## config.mk

```make
export PLATFORM = sky130hd
export DESIGN_NAME = audio_peak_sched
export DESIGN_NICKNAME = d
export VERILOG_FILES = /design/src/rtl/audio_peak_sched.sv
export SDC_FILE = /design/constraint.sdc
export NUM_CORES = 1
export LEC_CHECK = 0
export ABC_AREA = 1
export CORE_UTILIZATION = 57
export CTS_BUF_LIST = sky130_fd_sc_hd__clkbuf_4 sky130_fd_sc_hd__clkbuf_8 sky130_fd_sc_hd__clkbuf_16
export DETAILED_ROUTE_END_ITERATION = 16
export PLACE_DENSITY = 0.78
export SYNTH_ARGS = -nofsm -noshare
export SYNTH_HDL_FRONTEND = slang
export SYNTH_SLANG_ARGS = --single-unit
```

## constraint.sdc

```tcl
create_clock -name clk -period 2.5 [get_ports clk]
set_input_delay 0.25 -clock clk [delete_from_list [all_inputs] [get_ports clk]]
set_output_delay 0.25 -clock clk [all_outputs]
set_load 0.02 [all_outputs]
```

## src/rtl/audio_peak_sched.sv

```systemverilog
// ============================================================================
//  Module   : audio_peak_sched
//  Purpose  : Two-channel (L/R) audio peak meter. A single |x| -> log2
//             datapath is shared by both channels through a round-robin
//             arbiter. Each channel keeps a 4-bit peak level that is held
//             for HOLD_TICKS decay ticks and then decays linearly.
//  Ports    : clk, rst_n (async, active low)
//             smp_l/smp_l_vld, smp_r/smp_r_vld : sample inputs and strobes
//             clip_clr                         : clears the sticky clip flags
//             lvl_l/lvl_r                      : peak levels 0..15
//             drop_l/drop_r                    : pending sample overwritten
//             clip_l/clip_r                    : sticky clip flags
//  Config   : define PEAK_CLIP_EN to enable the clip flags; when it is not
//             defined clip_l/clip_r are tied low and clip_clr is ignored.
//  Revision : 1.0  initial release
// ============================================================================
`default_nettype none

module audio_peak_sched #(
    parameter int WS         = 16,     // datapath fixed at 16 bits
    parameter int DECAY_CYC  = 48000,  // clk cycles per decay tick, >= 2
    parameter int HOLD_TICKS = 8       // ticks a fresh peak is held, 1..255
) (
    input  logic          clk,
    input  logic          rst_n,
    input  logic [WS-1:0] smp_l,
    input  logic          smp_l_vld,
    input  logic [WS-1:0] smp_r,
    input  logic          smp_r_vld,
    input  logic          clip_clr,
    output logic [3:0]    lvl_l,
    output logic [3:0]    lvl_r,
    output logic          drop_l,
    output logic          drop_r,
    output logic          clip_l,
    output logic          clip_r
);

    localparam int CW = $clog2(DECAY_CYC);

    typedef enum logic {CH_L = 1'b0, CH_R = 1'b1} ch_e;

    // Index 0 = left, index 1 = right throughout.
    logic [1:0]           vld;
    logic [1:0]           pend_q, pend_d;
    logic [1:0][WS-1:0]   buf_q;
    logic [1:0]           drop_q, drop_d;
    ch_e                  rr_q, rr_d;
    logic [1:0]           gnt;

    logic                 s1_vld_q;
    ch_e                  s1_ch_q;
    logic [WS-2:0]        s1_a_q;
    logic [WS-2:0]        a1_d;
    logic [WS-1:0]        sel;

    logic [3:0]           lv;
    logic [CW-1:0]        cnt_q, cnt_d;
    logic                 tick;
    logic [1:0][3:0]      peak_q, peak_d;
    logic [1:0][7:0]      hold_q, hold_d;

    assign vld = {smp_r_vld, smp_l_vld};

    // Round-robin arbiter: with both pending the pointer channel wins;
    // the pointer always ends up on the channel that was not granted.
    always_comb begin
        gnt  = 2'b00;
        rr_d = rr_q;
        case (pend_q)
            2'b11: begin
                gnt  = (rr_q == CH_L) ? 2'b01 : 2'b10;
                rr_d = (rr_q == CH_L) ? CH_R : CH_L;
            end
            2'b01: begin
                gnt  = 2'b01;
                rr_d = CH_R;
            end
            2'b10: begin
                gnt  = 2'b10;
                rr_d = CH_L;
            end
            default: ;
        endcase
    end

    // A strobe arriving while the channel is granted re-arms pend without a
    // drop, since the buffered sample is leaving this very cycle.
    assign pend_d = vld | (pend_q & ~gnt);
    assign drop_d = vld & pend_q & ~gnt;

    // Stage 1: one's-complement magnitude of the granted buffer.
    assign sel  = gnt[1] ? buf_q[1] : buf_q[0];
    assign a1_d = sel[WS-1] ? ~sel[WS-2:0] : sel[WS-2:0];

    // Stage 2: highest set bit position + 1, zero for a zero magnitude.
    always_comb begin
        lv = 4'd0;
        for (int b = 0; b < WS-1; b++) begin
            if (s1_a_q[b]) lv = 4'(b + 1);
        end
    end

    // Decay tick generator.
    assign tick  = (cnt_q == CW'(DECAY_CYC - 1));
    assign cnt_d = tick ? '0 : cnt_q + 1'b1;

    // Peak/hold update; a qualifying stage-2 result takes priority over decay.
    always_comb begin
        peak_d = peak_q;
        hold_d = hold_q;
        for (int c = 0; c < 2; c++) begin
            if (s1_vld_q && (s1_ch_q == ch_e'(c)) && (lv >= peak_q[c])) begin
                peak_d[c] = lv;
                hold_d[c] = 8'(HOLD_TICKS);
            end else if (tick) begin
                if (hold_q[c] != 8'd0) begin
                    hold_d[c] = hold_q[c] - 8'd1;
                end else if (peak_q[c] != 4'd0) begin
                    peak_d[c] = peak_q[c] - 4'd1;
                end
            end
        end
    end

    always_ff @(posedge clk or negedge rst_n) begin
        if (!rst_n) begin
            pend_q   <= '0;
            buf_q    <= '0;
            drop_q   <= '0;
            rr_q     <= CH_L;
            s1_vld_q <= 1'b0;
            s1_ch_q  <= CH_L;
            s1_a_q   <= '0;
            cnt_q    <= '0;
            peak_q   <= '0;
            hold_q   <= '0;
        end else begin
            pend_q   <= pend_d;
            drop_q   <= drop_d;
            rr_q     <= rr_d;
            if (smp_l_vld) buf_q[0] <= smp_l;
            if (smp_r_vld) buf_q[1] <= smp_r;
            s1_vld_q <= |gnt;
            s1_ch_q  <= gnt[1] ? CH_R : CH_L;
            s1_a_q   <= a1_d;
            cnt_q    <= cnt_d;
            peak_q   <= peak_d;
            hold_q   <= hold_d;
        end
    end

    assign lvl_l  = peak_q[0];
    assign lvl_r  = peak_q[1];
    assign drop_l = drop_q[0];
    assign drop_r = drop_q[1];

`ifdef PEAK_CLIP_EN
    logic [1:0] clip_q, clip_d, clip_set;

    // A full-scale magnitude marks the channel; a set beats a same-cycle clear.
    always_comb begin
        clip_set = 2'b00;
        if (s1_vld_q && (s1_a_q == {(WS-1){1'b1}})) begin
            clip_set[s1_ch_q] = 1'b1;
        end
        clip_d = clip_set | (clip_q & {2{~clip_clr}});
    end

    always_ff @(posedge clk or negedge rst_n) begin
        if (!rst_n) begin
            clip_q <= '0;
        end else begin
            clip_q <= clip_d;
        end
    end

    assign clip_l = clip_q[0];
    assign clip_r = clip_q[1];
`else
    logic unused_clip_clr;
    assign unused_clip_clr = clip_clr;
    assign clip_l = 1'b0;
    assign clip_r = 1'b0;
`endif

endmodule

`default_nettype wire

```

---- Word-level counts from Yosys, hierarchy flattened ----
Cells that the tools add are included.
W data, S select, Z words.
storage, ports and cells
  word-level logic and storage cells ...... 90
  bits in registers ....................... 94
  output and inout bits ................... 12
  input bits .............................. 37
operators by class
  magnitude comparators ................... 2
  multiplexer cells ....................... 37
  bitwise operators ....................... 7
  eq/ne operators ......................... 6
  reduce and logical (&&, ||, !) cells .... 20
  add/sub/neg operators ................... 5
operators with widths
  cell                     count
  $mux W4                  22
  $mux W8                  6
  $mux W16                 2
  $add A16 B1 Y16 const B  1
  $eq A16 B16 Y1 const B   1
  $reduce_bool A8 Y1       2
  $sub A8 B1 Y8 const B    2
  $mux W15                 1
  $not A15 Y15             1
  $reduce_bool A2 Y1       6
  $ge A4 B4 Y1             2
  $reduce_bool A4 Y1       2
  $sub A4 B1 Y4 const B    2
  $and A2 B2 Y2            3
  $pmux W2 S3              1
  $reduce_and A3 Y1        2
  $eq A2 B2 Y1 const B     2
  $logic_and A1 B1 Y1      4
  $ne A2 B2 Y1 const B     2
  $reduce_and A2 Y1        2
  $mux W1                  3
  $pmux W1 S3              1
  $reduce_bool A3 Y1       1
  $eq A2 B1 Y1 const B     1
  5 further kinds          5

---- Longest topological paths before layout ----
Gate-level depths: netlist (run 1).
  word-level depth ........................ 19
  gate-level depth with buffers ........... 26
  mapped depth without buffers ............ 26

---- Least setup slack after synthesis (run 1) ----
OpenSTA, ideal clock, no wires.
  path kind ............................... register to register
  from .................................... reg s1_a_q[1]
  to ...................................... reg hold_q[0] in the netlist's numbering
  cell stages (with the launch flop) ...... 24
  data arrival time ....................... 2168 ps
  data required time ...................... 2422 ps
  period minus slack after synthesis ...... 2246 ps
  buffers on the path ..................... 1
  setup slack ............................. 254 ps
  library setup time ...................... 78 ps
  path through ............................ dfrtp_1 -> inv_1 -> nand2_1 -> nand2_1 -> nand2_1 -> nand2_1 -> nand2_1 -> nand2_1 -> nand2_1 -> nand2_1 -> nand2_1 -> nand2_1 -> nand2_1 -> nand2_1 -> nand2_1 -> nand2_1 -> inv_1 -> ha_1 -> nand4_1 -> nand3_1 -> nand3_1 -> clkbuf_1 -> o21ai_0 -> a21oi_1
between the ends
  cells in the longest elaborated chain, start to end .. 18
  elaborated cells between the ends (all ways) .. 20
  those cells by class .................... order compare (1); mux (15); reduce/logical (4)
ends and longest elaborated chain
  item                          RTL line  RTL
  from (decl)                   53        logic [WS-2:0] s1_a_q;
  from (signal assigned)        134       s1_a_q <= '0;
  from (signal assigned)        146       s1_a_q <= a1_d;
  $mux W4 (*) (14 in series)    100       if (s1_a_q[b]) lv = 4'(b + 1);
  $ge A4 B4 Y1 (*)              113       if (s1_vld_q && (s1_ch_q == ch_e'(c)) && (lv >= peak_q[c])) begin
  $logic_and A1 B1 Y1 (*)       113
  $reduce_bool A2 Y1 (no line)  -
  $reduce_and A2 Y1 (no line)   -
  to (signal assigned)          149       hold_q <= hold_d;
  to (decl)                     61        logic [1:0][7:0] hold_q, hold_d;
Every way passes the cells marked *; elsewhere a longest branch is shown, timed or not.
A chain may end at the register's enable or synchronous reset.

---- Worst setup path in the final report (run 1) ----
  from .................................... reg s1_a_q[2]
  to ...................................... reg hold_q[9] in the netlist's numbering
between the ends
  cells in the longest elaborated chain, start to end .. 17
  elaborated cells between the ends (all ways) .. 19
  those cells by class .................... order compare (1); mux (14); reduce/logical (4)
ends and longest elaborated chain
  item                          RTL line
  $mux W4 (*) (13 in series)    100
  $ge A4 B4 Y1 (*)              113
  $logic_and A1 B1 Y1 (*)       113
  $reduce_bool A2 Y1 (no line)  -
  $reduce_and A2 Y1 (no line)   -
Marked as above.

==> results of run 1 <==
-- sequential cells by signal, summed over array words and instances (netlist names) --
name	cells
buf_q	32
cnt_q	16
drop_q	2
hold_q	16
lvl_l	4
lvl_r	4
pend_q	2
rr_q	1
s1_a_q	15
s1_ch_q	1
s1_vld_q	1
-- stage by stage --
step | std cells | setup WS [ps] | TNS (ps) | power [W]
floorplan | 566 | 254.4 | 0 | 0.003996
global route | 736 | -288.1 | -3952 | 0.006999
CTS | 726 | 0.8866 | 0 | 0.005950
global placement | 711 | 87.60 | 0 | 0.004652
finish | 736 | -9.370 | -9.370 | 0.006483
detailed placement | 711 | 16.20 | 0 | 0.004803
-- path summary, 6_finish.rpt --
check,startpoint,endpoint,slack (ps),depth (start not counted)
min in group asynchronous,rst_n,cnt_q[14],450,2
max reg2reg,s1_a_q[2],hold_q[9],-9,17
min,smp_l[10],buf_q[10],430,3
min reg2reg,cnt_q[0],cnt_q[0],470,1
max in group asynchronous,rst_n,buf_q[24],1390,3
max,s1_a_q[2],hold_q[9],-9,17
-- power by group --
part / internal, W / switching [W]
Combinational: 0.00138 / 0.00189
Sequential: 0.00191 / 0.000204
Clock: 0.000609 / 0.000496
-- layout make-up --
cell class / count / area, um2 / area share, %
clock buffers: 11 / 151.4 / 2.607
flip-flops and latches: 94 / 2352 / 40.50
multi-input cells: 377 / 2140 / 36.84
well taps: 102 / 127.6 / 2.197
inverters: 81 / 314.1 / 5.407
clock inverters: 3 / 68.82 / 1.185
repair buffers: 68 / 654.4 / 11.27
-- routing by layer --
metal | vias to the layer above | global-route usage, % | wire length (um)
met5 | - | 0 | 0
li1 | 1920 | - | -
met1 | 1844 | 29.84 | 4411
met2 | 88 | 41.79 | 4880
met4 | 0 | 8.590 | 191
met3 | 19 | 3.171 | 267
-- worst max-delay path, stage by stage (launching register included) --
cell and delay, ps:
dfrtp_1 380, o21ai_1 150, nand3_1 80, nand3_1 70, nand2_1 60, nand2_1 90, nand3_2 120, ha_1 320
inv_1 80, nor2_2 40, o211ai_1 180, nand3_1 120, nand3_2 120, buf_8 150, clkinvlp_4 180, nor2_2 150
nand2_1 60, o21ai_1 80
-- cell families (layout without fill, tap and decap cells) --
logic type,count (synthesis),count (layout),share of synthesized area (%)
flops,94,94,49.66
fa+ha+maj,20,20,5.283
other cells,1,2,0.07916
compound gates,80,80,9.324
xor+xnor,26,26,4.807
buf+inv,95,163,7.845
simple gates,249,249,23.01
-- what timing repair did --
item / 4_1_cts / 5_1_grt
gates cloned: 0 / 1
pin swaps: 0 / 14
hold buffers: 1 / 0
setup buffers: 0 / 9
gates resized for setup: 2 / 42
hold endpoints to repair: 45 / 0
endpoints found under the setup margin: 4 / 24
-- layout by cell type, fill, tap and decap left out, types with 2 or more instances in the layout --
| master | count |
|---|---|
| o211ai_1 | 4 |
| nor3_1 | 4 |
| dfrtp_1 | 94 |
| a21oi_1 | 12 |
| o21ai_1 | 6 |
| clkinvlp_4 | 2 |
| bufinv_16 | 2 |
| clkdlybuf4s50_1 | 44 |
| ha_1 | 19 |
| nand2_4 | 3 |
| nand3_2 | 7 |
| o21ai_0 | 44 |
| buf_4 | 18 |
| nand2_2 | 6 |
| nand3_1 | 23 |
| a21oi_4 | 2 |
| inv_1 | 75 |
| xor2_1 | 8 |
| o21ai_2 | 4 |
| clkbuf_8 | 11 |
| nand4_1 | 10 |
| nor2_2 | 4 |
| buf_6 | 3 |
| nand2_1 | 146 |
| a21oi_2 | 3 |
| nor2_1 | 38 |
| xnor2_1 | 18 |
| conb_1 | 2 |
| inv_2 | 2 |
| nor4_1 | 2 |
==> results.cfg, run 1 <==
[yosys]
ys.flop_type = dfrtp_1
async_flop_share_pct = 100.0
postSynthAreaPerCell_um2 = 8.384
syn-cell-area_mm2 = 0.004737
synth_edf_count = 0
yosys-top-cells-count = nand2_1 (150), dfrtp_1 (94), inv_1 (78)
synthTopCellsByArea = dfrtp_1 (50%), nand2_1 (12%), inv_1 (6.2%), o21ai_0 (5.4%), ha_1 (5.3%)
synth-seq-cells = 94
synth_top_area_share_pct = 49.66
yosysMostFrequentCell = nand2_1
synth_seq_area_share_pct = 49.66
yosysWarnings = 0
netlist_instances = 565
synth_cell_types = 36
yosys.area.top_type = dfrtp_1

[route]
drtIter0Drc = 143
drtPass1Iterations = 4
detail-route-antenna-nets = 0
drc = 0
viasPerCell = 5.260
wire_per_inst_um = 13.25
wl_mm = 9.750
num_vias = 3871

[power]
power_leakage_nw = 2.783
ir_drop_uv = 522.8
power.density_mw_per_mm2 = 1116

[timing]
tightestPinTransition_ps = 895.6
finalClockSkew_ps = 7.626
rsz0062_at_grt = true
worst_slack_ps = -9.370
relSlewSlack_pct = 40.28
hold_violations = 0
fin_crit_ps = 2509
slew_viol_final = 0
holdWs_ps = 434.2
setup_viol = 1
fin_crit_sh_pct = 100.4
max_freq_mhz = 398.5

[floorplanning]
rows = 32
io_pins = 49
core_mm2 = 0.007888
start_util_pct = 60.06
fp.dieArea_mm2 = 0.008679
die_width_um = 93.16
die_h_um = 93.16

[clock_tree]
numCtsBuffers = 9
cts_tree = built
clock-sinks = 94
clockRootBuffer = clkbuf_8
clockBufferDepth = 2
clkTransAtPathRegs_ps = 90
cts_max_level = 3
clk_latency_ps = 350

[grt]
grt_pass1_vias = 3779
grt_overflow = 0
grt_start_max_net_pins = 48
grt_pass1_wl_mm = 16.26
antenna_found_initial = 0
grt_use_total_pct = 23.74

[setup_path]
arrival_ps = 2790
crit_type = reg2reg
cp.required_ps = 2780
end_kind = register
startpoint_type = register
critPathMaxFanout = 7

[finish]
n_fill_cell = 564
antenna_cells = 0
postLayoutCoreUtil_pct = 73.64
design_area_mm2 = 0.005808
nNetsFinal = 688
area_growth_pct = 22.61
drive_gt1_share_pct = 12.46

[place]
io_buffers = 45
placedInstanceArea_mm2 = 0.005354
dp_hpwl_mm = 6.642
gp_congestion = 0.8139

[status]
status = finished with violations
violations = negative setup slack

[job]
drv_cap = 0

[min_path]
min_path_type = in2reg
Power figures use the tool's default switching activity.
==> inputs of run 2 (changes only) <==
--- a/config.mk
+++ b/config.mk
@@ -6,10 +6,10 @@
 export NUM_CORES = 1
 export LEC_CHECK = 0
 export ABC_AREA = 1
-export CORE_UTILIZATION = 57
+export CORE_UTILIZATION = 50
 export CTS_BUF_LIST = sky130_fd_sc_hd__clkbuf_4 sky130_fd_sc_hd__clkbuf_8 sky130_fd_sc_hd__clkbuf_16
 export DETAILED_ROUTE_END_ITERATION = 16
-export PLACE_DENSITY = 0.78
+export PLACE_DENSITY = 0.7
 export SYNTH_ARGS = -nofsm -noshare
 export SYNTH_HDL_FRONTEND = slang
 export SYNTH_SLANG_ARGS = --single-unit
==> results.cfg, run 2 (synthesized netlist as in run 1, its figures left out) <==
[status]
status = finished with violations
violations = negative setup slack

[route]
num_vias = 3736
drtIter0Drc = 127
viasPerCell = 5.042
drc = 0
wl_mm = 9.164
wire_per_inst_um = 12.37
detail-route-antenna-nets = 0
drtPass1Iterations = 4

[clock_tree]
clockRootBuffer = clkbuf_8
cts_max_level = 3
cts_tree = built
clockBufferDepth = 2
clkTransAtPathRegs_ps = 100
clk_latency_ps = 360
numCtsBuffers = 9
clock-sinks = 94

[timing]
max_freq_mhz = 398.3
rsz0062_at_grt = true
fin_crit_sh_pct = 100.4
worst_slack_ps = -10.90
hold_violations = 0
relSlewSlack_pct = 40.20
tightestPinTransition_ps = 896.9
finalClockSkew_ps = 12.64
fin_crit_ps = 2511
setup_viol = 1
slew_viol_final = 0

[place]
dp_hpwl_mm = 6.554
dp.cells = 717
place_ws_ps = -45.97
placedInstanceArea_mm2 = 0.005368
gp_congestion = 0.8198
io_buffers = 45

[finish]
n_fill_cell = 781
top_register = buf_q
layout.cells.non_filler = 741
design_area_mm2 = 0.005771
area_growth_pct = 21.82
layout_commonest_cell = nand2_1
nNetsFinal = 682
reg_top3 = buf_q x32, cnt_q x16, hold_q x16
antenna_cells = 0
drive_gt1_share_pct = 11.75
largest_register_ffs = 32
most-common-layout-cells = nand2_1 (148), dfrtp_1 (94), inv_1 (75), o21ai_0 (45), clkdlybuf4s50_1 (44)

[grt]
grt_pass1_wl_mm = 15.66
grt_start_max_net_pins = 43
grt_pass1_vias = 3685
grt_overflow = 0
grt_use_total_pct = 19.59
antenna_found_initial = 0

[floorplanning]
fp.dieArea_mm2 = 0.009867
die_width_um = 99.34
io_pins = 49
core_mm2 = 0.009196
die_h_um = 99.34
start_util_pct = 51.51
rows = 35

[setup_path]
cp.required_ps = 2730
startpoint_type = register
end_kind = register
arrival_ps = 2740
crit_type = reg2reg
critPathMaxFanout = 6

[job]
drv_cap = 0

[power]
power_leakage_nw = 2.745
power.density_mw_per_mm2 = 1080
power_w = 0.006232
ir_drop_uv = 560.0

[min_path]
min_path_type = in2async
## run 2: cell count changes in the layout (fill, tap and decap cells not counted), sizes merged
cell / change
inv: +4
buf: -6
clkinvlp: +1
bufinv: -2
clkbuf: -1
## run 2: layout make-up
type	instances	area (um2)	area share [%]
timing repair buffer	62	623.1	10.80
multi-input combinational	377	2157	37.38
sequential	94	2352	40.76
tap	111	138.9	2.407
clock buffer	10	131.4	2.277
clock inverter	6	53.80	0.9324
inverter	81	314.1	5.442
## run 2: final timing paths
path                           start        end  slack, ps  cells past startpoint
setup / recovery           s1_a_q[2]  hold_q[7]        -10                     17
max in group asynchronous      rst_n       rr_q       1470                      3
hold reg to reg            buf_q[14]  buf_q[14]        470                      2
min in group clk            smp_l[3]   buf_q[3]        420                      3
setup reg to reg           s1_a_q[2]  hold_q[7]        -10                     17
hold / removal                 rst_n   cnt_q[2]        390                      2
## run 2: timing repair
| action | 4_1_cts | 5_1_grt |
|---|---|---|
| pin swaps | 0 | 15 |
| setup endpoints to repair | 10 | 24 |
| hold endpoints to repair | 32 | 0 |
| hold buffers | 1 | 0 |
| setup buffers | 0 | 7 |
| gates resized for setup | 1 | 40 |
## run 2: metal layers
layer / track usage, % / vias up / wire length, um
met5: 0 / - / 0
met4: 7.014 / 0 / 171
met3: 3.443 / 16 / 311
met2: 34.62 / 69 / 4453
met1: 24.13 / 1742 / 4227
li1: - / 1909 / -
## run 2: stage by stage
stage          TNS (ps)  hold WS, ps  util, %
2_1_floorplan         0       -45.59        -
3_3_place_gp          0        235.7    58.37
3_5_place_dp     -110.3        240.8    58.37
4_1_cts               0        394.6    60.49
5_1_grt           -3600        427.7    62.75
6_report         -10.90        386.7    62.75
## run 2: power breakdown
part	switching, W	internal (W)	leakage, nW
registers	0.000205	0.00191	1.15
clock network	0.000564	0.000393	0.0932
logic	0.00181	0.00135	1.50
total	0.00258	0.00365	2.74
## run 2: worst max-delay path: stages (launching register included)
cell and delay [ps]:
dfrtp_1 390, o21ai_1 170, nand3_1 90, nand3_1 70, nand2_1 50, nand2_1 70, nand3_2 120, ha_1 320
inv_1 100, nor2_4 40, o211ai_1 200, nand3_1 120, nand3_2 110, buf_12 130, nand2_8 60, buf_4 140
nand3_1 90, o21ai_0 110
